### src/rtl/seg_marquee_counter_if.sv
// Control and display bundle for seg_marquee_counter.
// The master side drives the controls; the counter (slave) drives the display outputs.
interface seg_marquee_counter_if #(
  parameter int DIGITS = 8
);
  localparam int POS_W = $clog2(DIGITS);

  logic              en;
  logic              dis_dir;
  logic              cnt_updn;
  logic              bounce;
  logic [2:0]        speed;
  logic              load;
  logic [3:0]        load_val;
  logic [DIGITS-1:0] out_dis;
  logic [6:0]        out_num;
  logic [POS_W-1:0]  pos;
  logic [3:0]        cnt;
  logic              wrap;

  modport master (
    output en, dis_dir, cnt_updn, bounce, speed, load, load_val,
    input  out_dis, out_num, pos, cnt, wrap
  );

  modport slave (
    input  en, dis_dir, cnt_updn, bounce, speed, load, load_val,
    output out_dis, out_num, pos, cnt, wrap
  );
endinterface

### src/rtl/seg_marquee_counter.sv
// Scanning seven-segment counter: one lit digit walks the display bank and each
// full pass (or bounce turnaround) steps a modulo-(CNT_MAX+1) count.
module seg_marquee_counter #(
  parameter int DIGITS     = 8,
  parameter int BASE_SHIFT = 26,
  parameter int CNT_MAX    = 15
) (
  input  logic                  clk,
  input  logic                  rst,
  seg_marquee_counter_if.slave  bus
);
  localparam int                    POS_W     = $clog2(DIGITS);
  localparam logic [POS_W-1:0]      POS_LAST  = POS_W'(DIGITS - 1);
  localparam logic [3:0]            CNT_TOP   = 4'(CNT_MAX);
  localparam logic [BASE_SHIFT-1:0] MASK_FULL = '1;

  logic [BASE_SHIFT-1:0] pre_q, pre_d;
  logic [BASE_SHIFT-1:0] tick_mask;
  logic [POS_W-1:0]      pos_q, pos_d;
  logic [3:0]            cnt_q, cnt_d;
  logic                  hdir_q, hdir_d;
  logic                  wrap_q, wrap_d;
  logic                  tick;
  logic                  step;
  logic [6:0]            seg;

  // Speed only narrows the prescaler compare window, so a change lands on the next natural tick.
  always_comb begin
    tick_mask = MASK_FULL;
    case (bus.speed)
      3'b001:  tick_mask = MASK_FULL >> 1;
      3'b010:  tick_mask = MASK_FULL >> 2;
      3'b100:  tick_mask = MASK_FULL >> 3;
      default: tick_mask = MASK_FULL;
    endcase
  end

  assign tick = bus.en && ((pre_q & tick_mask) == tick_mask);

  always_comb begin
    pre_d  = pre_q;
    pos_d  = pos_q;
    cnt_d  = cnt_q;
    hdir_d = hdir_q;
    step   = 1'b0;

    if (bus.en)
      pre_d = pre_q + 1'b1;
    if (!bus.bounce)
      hdir_d = bus.dis_dir;

    if (tick) begin
      if (!bus.bounce) begin
        if (bus.dis_dir) begin
          if (pos_q == POS_LAST) begin
            pos_d = '0;
            step  = 1'b1;
          end else begin
            pos_d = pos_q + 1'b1;
          end
        end else begin
          if (pos_q == '0) begin
            pos_d = POS_LAST;
            step  = 1'b1;
          end else begin
            pos_d = pos_q - 1'b1;
          end
        end
      end else begin
        // Bounce: at an end, turn around and move one step back inward.
        if (hdir_q) begin
          if (pos_q == POS_LAST) begin
            hdir_d = 1'b0;
            pos_d  = pos_q - 1'b1;
            step   = 1'b1;
          end else begin
            pos_d = pos_q + 1'b1;
          end
        end else begin
          if (pos_q == '0) begin
            hdir_d = 1'b1;
            pos_d  = pos_q + 1'b1;
            step   = 1'b1;
          end else begin
            pos_d = pos_q - 1'b1;
          end
        end
      end
    end

    if (step) begin
      if (bus.cnt_updn)
        cnt_d = (cnt_q == CNT_TOP) ? 4'd0 : cnt_q + 4'd1;
      else
        cnt_d = (cnt_q == 4'd0) ? CNT_TOP : cnt_q - 4'd1;
    end
    wrap_d = step;

    // Load overrides any tick that happens in the same cycle.
    if (bus.load) begin
      cnt_d  = (bus.load_val > CNT_TOP) ? CNT_TOP : bus.load_val;
      pos_d  = bus.dis_dir ? '0 : POS_LAST;
      hdir_d = bus.dis_dir;
      pre_d  = '0;
      wrap_d = 1'b0;
    end
  end

  always_ff @(posedge clk or posedge rst) begin
    if (rst) begin
      pre_q  <= '0;
      pos_q  <= '0;
      cnt_q  <= '0;
      hdir_q <= 1'b1;
      wrap_q <= 1'b0;
    end else begin
      pre_q  <= pre_d;
      pos_q  <= pos_d;
      cnt_q  <= cnt_d;
      hdir_q <= hdir_d;
      wrap_q <= wrap_d;
    end
  end

  always_comb begin
    seg = 7'b1111111;
    case (cnt_q)
      4'd0:  seg = 7'b0000001;
      4'd1:  seg = 7'b1001111;
      4'd2:  seg = 7'b0010010;
      4'd3:  seg = 7'b0000110;
      4'd4:  seg = 7'b1001100;
      4'd5:  seg = 7'b0100100;
      4'd6:  seg = 7'b1100000;
      4'd7:  seg = 7'b0001111;
      4'd8:  seg = 7'b0000000;
      4'd9:  seg = 7'b0001100;
      4'd10: seg = 7'b1110010;
      4'd11: seg = 7'b1100110;
      4'd12: seg = 7'b1011100;
      4'd13: seg = 7'b0110100;
      4'd14: seg = 7'b1110000;
      4'd15: seg = 7'b1111111;
      default: seg = 7'b1111111;
    endcase
  end

  // Digit position 0 maps to the most significant enable bit.
  for (genvar gi = 0; gi < DIGITS; gi++) begin : g_dis
    assign bus.out_dis[gi] = (pos_q != POS_W'(DIGITS - 1 - gi));
  end

  assign bus.out_num = seg;
  assign bus.pos     = pos_q;
  assign bus.cnt     = cnt_q;
  assign bus.wrap    = wrap_q;
endmodule
### src/flat_wrapper.sv
// flat-port wrapper written by rule: the top's interface ports become plain ports
module seg_marquee_counter_flat 
#(
  parameter int DIGITS     = 8,
  parameter int BASE_SHIFT = 26,
  parameter int CNT_MAX    = 15
)
  (clk, rst, bus_en, bus_dis_dir, bus_cnt_updn, bus_bounce, bus_speed, bus_load, bus_load_val, bus_out_dis, bus_out_num, bus_pos, bus_cnt, bus_wrap);
  seg_marquee_counter_if #(.DIGITS(DIGITS)) bus_i ();
  input  logic clk;
  input  logic rst;
  input wire logic [$bits(bus_i.en)-1:0] bus_en;
  input wire logic [$bits(bus_i.dis_dir)-1:0] bus_dis_dir;
  input wire logic [$bits(bus_i.cnt_updn)-1:0] bus_cnt_updn;
  input wire logic [$bits(bus_i.bounce)-1:0] bus_bounce;
  input wire logic [$bits(bus_i.speed)-1:0] bus_speed;
  input wire logic [$bits(bus_i.load)-1:0] bus_load;
  input wire logic [$bits(bus_i.load_val)-1:0] bus_load_val;
  output wire logic [$bits(bus_i.out_dis)-1:0] bus_out_dis;
  output wire logic [$bits(bus_i.out_num)-1:0] bus_out_num;
  output wire logic [$bits(bus_i.pos)-1:0] bus_pos;
  output wire logic [$bits(bus_i.cnt)-1:0] bus_cnt;
  output wire logic [$bits(bus_i.wrap)-1:0] bus_wrap;
  assign bus_i.en = bus_en;
  assign bus_i.dis_dir = bus_dis_dir;
  assign bus_i.cnt_updn = bus_cnt_updn;
  assign bus_i.bounce = bus_bounce;
  assign bus_i.speed = bus_speed;
  assign bus_i.load = bus_load;
  assign bus_i.load_val = bus_load_val;
  assign bus_out_dis = bus_i.out_dis;
  assign bus_out_num = bus_i.out_num;
  assign bus_pos = bus_i.pos;
  assign bus_cnt = bus_i.cnt;
  assign bus_wrap = bus_i.wrap;
  seg_marquee_counter #(.DIGITS(DIGITS), .BASE_SHIFT(BASE_SHIFT), .CNT_MAX(CNT_MAX)) u_core (.clk(clk), .rst(rst), .bus(bus_i));
endmodule
### config.mk
export PLATFORM = sky130hd
export DESIGN_NAME = seg_marquee_counter_flat
export DESIGN_NICKNAME = d
export VERILOG_FILES = /design/src/rtl/seg_marquee_counter_if.sv /design/src/rtl/seg_marquee_counter.sv /design/src/flat_wrapper.sv
export SDC_FILE = /design/constraint.sdc
export NUM_CORES = 1
export LEC_CHECK = 0
export CAP_MARGIN = 20
export CELL_PAD_IN_SITES_DETAIL_PLACEMENT = 1
export CELL_PAD_IN_SITES_GLOBAL_PLACEMENT = 2
export CORE_MARGIN = 3
export CORE_UTILIZATION = 30
export DETAILED_ROUTE_END_ITERATION = 8
export PLACE_DENSITY_LB_ADDON = 0.1
export SKIP_CTS_REPAIR_TIMING = 1
export SLEW_MARGIN = 15
export SYNTH_ARGS = -nofsm -noshare
export SYNTH_HDL_FRONTEND = slang
export SYNTH_SLANG_ARGS = --single-unit
### constraint.sdc
create_clock -name clk -period 1.9 [get_ports clk]
set_clock_uncertainty 0.1 [all_clocks]
set_input_delay 0.475 -clock clk [delete_from_list [all_inputs] [get_ports clk]]
set_output_delay 0.475 -clock clk [all_outputs]
set_load 0.01 [all_outputs]
Word-level counts from Yosys, hierarchy flattened --
Memory sizes are Yosys's and may differ from the RTL's. Index checks and enable logic that the tools add are counted.
Operators by class: $add $sub $neg 5, $lt $le $gt $ge 1, equality and inequality tests 13, muxes and demuxes 33, bitwise operators 1, reduce and logical (&&, ||, !) cells 7
Operator list (count):
- 26-bit one-hot mux with 3 select lines | 1
- 26-bit two-way mux | 2
- 3-bit two-way mux | 10
- 26-bit by 1-bit adder with 26-bit output (second input constant) | 1
- 26-bit AND | 1
- 26-bit == test | 1
- 4-bit two-way mux | 6
- 1-bit two-way mux | 14
- 3-bit != test (second input constant) | 4
- 3-bit == test (second input constant) | 2
- 3-bit by 2-bit != test with 1-bit output (second input constant) | 2
- 2-bit nonzero test | 3
- 4-bit by 1-bit adder with 4-bit output (second input constant) | 1
- 4-bit == test (second input constant) | 1
- 4-bit > comparator (second input constant) | 1
- 4-bit logical NOT | 1
- 4-bit by 1-bit subtractor with 4-bit output (second input constant) | 1
- 3-bit by 1-bit adder with 3-bit output (second input constant) | 1
- 3-bit by 1-bit == test with 1-bit output (second input constant) | 1
- 3-bit by 2-bit == test with 1-bit output (second input constant) | 1
- 3-bit logical NOT | 1
- 3-bit by 1-bit != test with 1-bit output (second input constant) | 1
- 3-bit nonzero test | 1
- 3-bit by 1-bit subtractor with 3-bit output (second input constant) | 1
- 1-bit logical AND | 1
Word-level totals: register bits 35, memory bits (read-only) 112, bits of input ports 14, logic and storage cells 66, memories 1
Memory list:
- (no name shown) | depth 16, bits a word 7, rd ports 1, clocked after memory_dff 0, write ports 0, RTL line seg_marquee_counter.sv:127 | case (cnt_q)

Depth between registers and ports, before layout --
Gate-level depths: netlist of the first run.
depth in word-level cells 8, mapped depth 8, depth with buffers taken out 7

Worst setup path after synthesis of the first run --
No wires, ideal clock.
kind reg-to-reg, start point register u_core.pos_q[0], in the netlist u_core.bus.pos[0], end point register u_core.pos_q[2], in the netlist u_core.bus.pos[2], setup time 0.082 ns, arrival time 1.819 ns, required time 1.718 ns, setup slack -0.101 ns, cell stages (with the launch flop) 8, path buffers 0, clock period less this slack 2.001 ns, path through dfrtp_1 inv_1 ha_1 nand2b_1 o211ai_1 o21ai_0 a311o_1 a31oi_1
Between the ends: cells in the longest elaborated chain, start to end 6
RTL lines:
- start, declared | RTL line seg_marquee_counter.sv:19 | logic [POS_W-1:0] pos_q, pos_d;
- start signal, assigned | RTL line seg_marquee_counter.sv:118 | pos_q <= pos_d;
- 3-bit by 1-bit subtractor with 3-bit output, or another cell as far along | RTL line seg_marquee_counter.sv:66, seg_marquee_counter.sv:74, seg_marquee_counter.sv:85
- 3-bit two-way mux (on tied branches)
- 3-bit two-way mux (on tied branches) | RTL line seg_marquee_counter.sv:54, seg_marquee_counter.sv:71
- 3-bit two-way mux (*) | RTL line seg_marquee_counter.sv:53 | if (!bus.bounce) begin
- 3-bit two-way mux (*) | RTL line seg_marquee_counter.sv:52 | if (tick) begin
- 3-bit two-way mux (*) | RTL line seg_marquee_counter.sv:100 | if (bus.load) begin
Mark *: on every way between the ends. The rest lies on a longest branch, timed or not. The select of a mux whose other input is x is not followed. A chain may end at the register's enable or synchronous reset.

Worst setup path in the final report of the first run --
start point register u_core.cnt_q[1], in the netlist u_core.bus.cnt[1], end point output port bus_out_num[1]
Between the ends: cells in the longest elaborated chain, start to end 1
RTL lines:
- start, declared | RTL line seg_marquee_counter.sv:20 | logic [3:0] cnt_q, cnt_d;
- start signal, assigned | RTL line seg_marquee_counter.sv:119 | cnt_q <= cnt_d;
- memory 16 x 7 bit
- end, declared | RTL line flat_wrapper.sv:20 | output wire logic [$bits(bus_i.out_num)-1:0] bus_out_num;
Every way passes these cells.

==> qor.csv, run 1 <==
metric,value,unit
Root Buffer,clkbuf_8,
die area,9090,um^2
antenna-violating nets left,0,
total number of vias,2417,
crit end category,output port,
Mean Syn Cell Area,8.90,um^2
pwr dens,536,nW/um^2
Post-synth top flop,dfrtp_1,
PnR worst setup slack,-150,ps
"worst slack, placed",-671,ps
Compound-Gate Fraction of Synth Area,12.5,%
"Slew Viols, Final",0,
failing checks,setup timing,
Synth area leaders,"dfrtp_1, ha_1, xor2_1, nor2_1, mux2i_1",
initial antenna violation count,0,
Layout Cells excl Fill,486,
critical path required time,1320,ps
total power,0.00210,W
DR iter-0 viols,34,
io pins,37,
Post-Synth Adder-Cell Area,6.79,%
crit path cell chain,"inv_4, ha_4, o21ai_2, mux2_4, buf_6",
synthesized area,2390,um^2
# fillers,834,
Nets,413,
VDD IR max,288,uV
"Setup violations, final",12,
Final Critical Period,2050,ps
Yosys cell types,46,
Detailed Routing Iterations Pass 1,4,
max cap viols,0,
CTS Buf Count,5,
core area,7490,um^2
DRT Wirelength,7330,um
DRC viols,0,
post-synthesis mux area share,5.54,%
layout cell share with drive strength beyond 1,43.4,%
Arrival @ worst endpoint,1480,ps
Tot GR Track Use,16.0,%
Yosys top cell by area,dfrtp_1,
routed len/inst,15.1,um
Clock Sinks,35,
setup TNS,-938,ps
Synth Area in Simple Gates,24.7,%
Worst Max-Slew Pin Slew,453,ps
final worst-path cycle share,108,%
unrepaired setup endpoints after global routing,true,
global-route wire length before repair,11400,um
grt ovf,0,
Async SR Flop Fraction,100,%
vias per std cell,4.97,
vias in the first global route,2359,
"commonest non-fill, non-tap cell in the layout",buf_4,
Synth Register Bits,35,
Starting Density,32.0,%
largest net degree at the start of global routing,23,
CP peak stage delay,470,ps
Crit Path Category,register to output port,
leak pwr,1.86,nW
final hold vios,0,
clock buffer depth,2,
"Net Count, Synth",296,
"critical path fanouts, max",4,
Ys Warns,0,
worst hold path class,primary input to asynchronous set/reset pin,
H-tree levels,2,
proportion of netlist area held by the largest area contributor,35.5,%
Placer Congestion,0.776,
IO buf count,36,
type of origin of the critical path,register,
n_diodes,0,
row cnt,31,
Relative slew margins,69.8,%
Synth Area in XOR/XNOR,8.41,%
"CTS clk-pin slew, worst paths",70,ps
Syn-to-layout area delta,63.5,%
dpl cells,465,
Post-synth EDFFs,0,
die span in x,95.3,um
CTS tree,built,
critical path's slowest cell,dfrtp_2,
Fmax,488,MHz
worst skew pair latency,290,ps
Mapped Cells,269,
"Seq/Total Area, Yosys",36.6,%
main combinational cell family by area after synthesis,simple AND/OR/NAND/NOR gates,
Die Y,95.3,um
post-DP HPWL,5250,um
most frequent cells in the layout,"buf_4, nor2_1, dfrtp_1",
status,"finished, violations left",
registers in the layout, summed over array words and instances, names as in the netlist:
register,count
u_core.pre_q,26
u_core.bus.cnt,4
u_core.bus.pos,3
u_core.bus.wrap,1
u_core.hdir_q,1
per-layer routing:
| metal | vias to the layer above | wire [um] | GRT usage (%) |
|---|---|---|---|
| li1 | 1182 | - | - |
| met1 | 1200 | 3430 | 22.8 |
| met2 | 31 | 3620 | 24.8 |
| met3 | 4 | 229 | 3.39 |
| met4 | 0 | 55 | 3.61 |
| met5 | - | 0 | 0 |
synthesized netlist by cell type, drive strengths merged, types with 7 or more instances:
library cell,n
dfrtp,34
nor2,32
nand2,20
inv,15
xor2,14
a21oi,13
ha,13
mux2i,11
nand3,11
nand4,11
o21ai,11
clkbuf,9
xnor2,9
nor4,7
logic make-up (layout without fill, tap and decap cells):
logic type / count (synthesis) / after routing
and+or+nand+nor: 109 / 109
AOI/OAI and AO/OA: 47 / 47
DFF: 35 / 35
buffers and inverters: 29 / 147
xor gates and xnor gates: 23 / 23
adders and majority gates: 13 / 13
muxes: 13 / 13
area by class of cell:
cell class                      instances  area (um^2)  area share [%]
Inverter                               15         61.3            1.57
Sequential cell                        35          885            22.6
Timing Repair Buffer                  124         1060            27.2
Multi-Input combinational cell        205         1690            43.2
Clock buffer                            7         86.3            2.21
Tap cell                               99          124            3.16
Clock inverter                          1         5.00           0.128
metrics by stage:
step / instance area (um^2) / hold slack (ps) / utilization [%]
floorplan: 2410 / 397 / -
global placement: 3390 / 433 / 45.2
detailed placement: 3390 / 443 / 45.2
CTS: 3480 / 433 / 46.5
global route: 3920 / 459 / 52.3
finish: 3920 / 429 / 52.3
power breakdown:
part | internal [W] | total [W] | switching [W] | leakage (nW)
sequential | 0.000772 | 0.000807 | 0.0000356 | 0.460
clock | 0.000293 | 0.000566 | 0.000274 | 0.0482
combinational | 0.000399 | 0.000726 | 0.000326 | 1.35
worst paths after layout:
path                       slack (ps)  depth (start not counted)                 to               from
max reg2reg                       -90                          9  u_core.bus.pos[2]  u_core.bus.pos[0]
min in group clk                  460                          2   u_core.pre_q[21]   u_core.pre_q[21]
max in group asynchronous        1020                          3      u_core.hdir_q                rst
min                               430                          3  u_core.bus.pos[1]                rst
max                              -150                          5     bus_out_num[1]  u_core.bus.cnt[1]
min reg2reg                       460                          2   u_core.pre_q[21]   u_core.pre_q[21]
critical path, delay by kind of cell (launching register included):
kind | cells | cell delay (ps)
adder cells (fa/ha/maj) | 1 | 160
buffers and inverters | 2 | 230
flip-flops | 1 | 470
AO/OA/AOI/OAI | 1 | 50
multiplexers | 1 | 270
Power figures use the tool's default switching activity.
==> run 2: changes to the inputs <==
Settings changed: CORE_ASPECT_RATIO from default to 1.75, CORE_MARGIN 3 to default, CORE_UTILIZATION 30 to 33.
Clock period 1.9 ns to 2.2 ns, I/O delays scaled along.
==> run 2 against run 1 <==
The run still ends with setup timing left. Critical path depth stayed put. Final cell count shrank 11%. Sequential share of layout area increased by 3.5 points. Via count is 5.5% lower. First-iteration DRC count increased to 2.5 times the previous value. Highest routed layer unchanged.
==> qor.csv, run 2 (synthesized netlist as in run 1, its figures left out) <==
metric,value,unit
core area,6960,um^2
"critical path fanouts, max",4,
Sequential Area,882,um^2
VDD IR max,548,uV
area occupied by multi-input gates,1450,um^2
routed len/inst,15.8,um
failing checks,setup timing,
Final Critical Period,2270,ps
vias in the first global route,2382,
Arrival @ worst endpoint,1620,ps
io pins,37,
status,"finished, violations left",
Root Buffer,clkbuf_16,
worst hold path class,register to register,
Fmax,441,MHz
Nets,374,
row cnt,40,
total number of vias,2284,
global-route wire length before repair,11300,um
CP peak stage delay,410,ps
Clock Sinks,35,
crit path cell chain,"buf_4, ha_2, ha_1, or2_2, clkbuf_2",
Die Y,115,um
Placer Congestion,0.761,
"Slew Viols, Final",0,
IO buf count,36,
dpl cells,421,
DR iter-0 viols,86,
type of origin of the critical path,register,
clock buffer depth,2,
Post-DP Area,3130,um^2
Worst Max-Slew Pin Slew,467,ps
PnR worst setup slack,-65.2,ps
final worst-path cycle share,103,%
flip-flop count of the largest register after layout,26,
# fillers,846,
final hold vios,0,
CTS tree,built,
register name with the most flops,u_core.pre_q,
worst hold path startpoint,u_core.pre_q[22],
Tot GR Track Use,19.7,%
Final Instance Area,3380,um^2
initial antenna violation count,0,
pwr dens,552,nW/um^2
Detailed Routing Iterations Pass 1,4,
max cap viols,0,
Syn-to-layout area delta,41.3,%
n_diodes,0,
Crit Path Category,register to output port,
Setup crit start,u_core.bus.cnt[0],
H-tree levels,2,
leak pwr,1.60,nW
worst skew pair latency,280,ps
DRT Wirelength,6850,um
Starting Density,34.4,%
antenna-violating nets left,0,
critical path's slowest cell,dfrtp_1,
grt ovf,0,
largest net degree at the start of global routing,36,
most frequent cells in the layout,"buf_4, nor2_1, dfrtp_1",
crit end category,output port,
CTS Buf Count,5,
vias per std cell,5.29,
"CTS clk-pin slew, worst paths",50,ps
unrepaired setup endpoints after global routing,true,
Relative slew margins,68.9,%
"commonest non-fill, non-tap cell in the layout",buf_4,
Layout Cells excl Fill,432,
critical path required time,1550,ps
die span in x,66.4,um
"Setup violations, final",3,
layout cell share with drive strength beyond 1,24.4,%
Crit Reg-Reg Startpoint,u_core.pre_q[6],
post-DP HPWL,5100,um
DRC viols,0,
die area,7610,um^2
run 2: cell count changes in the layout (fill, tap and decap cells not counted), sizes merged:
cell / change
clkinv: -1
buf: -49
clkbuf: +1
dlymetal6s2s: +3
clkdlybuf4s50: +7
run 2: cell type report:
cell class / instances / area share, %
Timing Repair Buffer: 85 / 22.3
Inverter: 15 / 1.66
Sequential cell: 35 / 26.1
Clock buffer: 8 / 4.03
Tap cell: 84 / 3.11
Multi-Input combinational cell: 205 / 42.9
run 2: path summary, 6_finish.rpt:
path,endpoint,depth (start not counted),slack (ps)
max,bus_out_num[0],5,-70
min,u_core.pre_q[22],2,460
max reg2reg,u_core.hdir_q,7,90
min reg2reg,u_core.pre_q[22],2,460
max in group asynchronous,u_core.bus.pos[1],3,1060
min in group asynchronous,u_core.pre_q[10],3,580
run 2: routing by layer:
layer	track usage (%)	up-vias	part of all wire (%)
met5	0	-	0
met2	38.4	30	58
met4	7.09	0	1.8
li1	-	1101	-
met3	2.99	8	2.4
met1	20.4	1145	38
run 2: per-stage QoR:
step	util (%)	setup TNS [ps]	total power [W]	setup WS [ps]	hold slack, ps
after floorplan	-	0	0.000937	143	397
after global placement	45.0	-3620	0.00119	-406	425
after detailed placement	45.0	-3830	0.00120	-452	449
after CTS	47.0	-4300	0.00189	-394	461
after global routing	48.7	-274	0.00197	-107	485
final	48.7	-115	0.00187	-65.2	459
run 2: power breakdown:
part | total (W) | leakage, nW | internal (W) | switching, W
clock network | 0.000677 | 0.0652 | 0.000421 | 0.000257
logic | 0.000491 | 1.07 | 0.000259 | 0.000232
registers | 0.000698 | 0.462 | 0.000667 | 0.0000310
total | 0.00187 | 1.60 | 0.00135 | 0.000519
run 2: worst max-delay path: cells and delay by family (launching register included):
family / cells / cell delay (ps)
flops: 1 / 410
simple gates: 1 / 280
fa+ha+maj: 2 / 360
buf+inv: 2 / 280
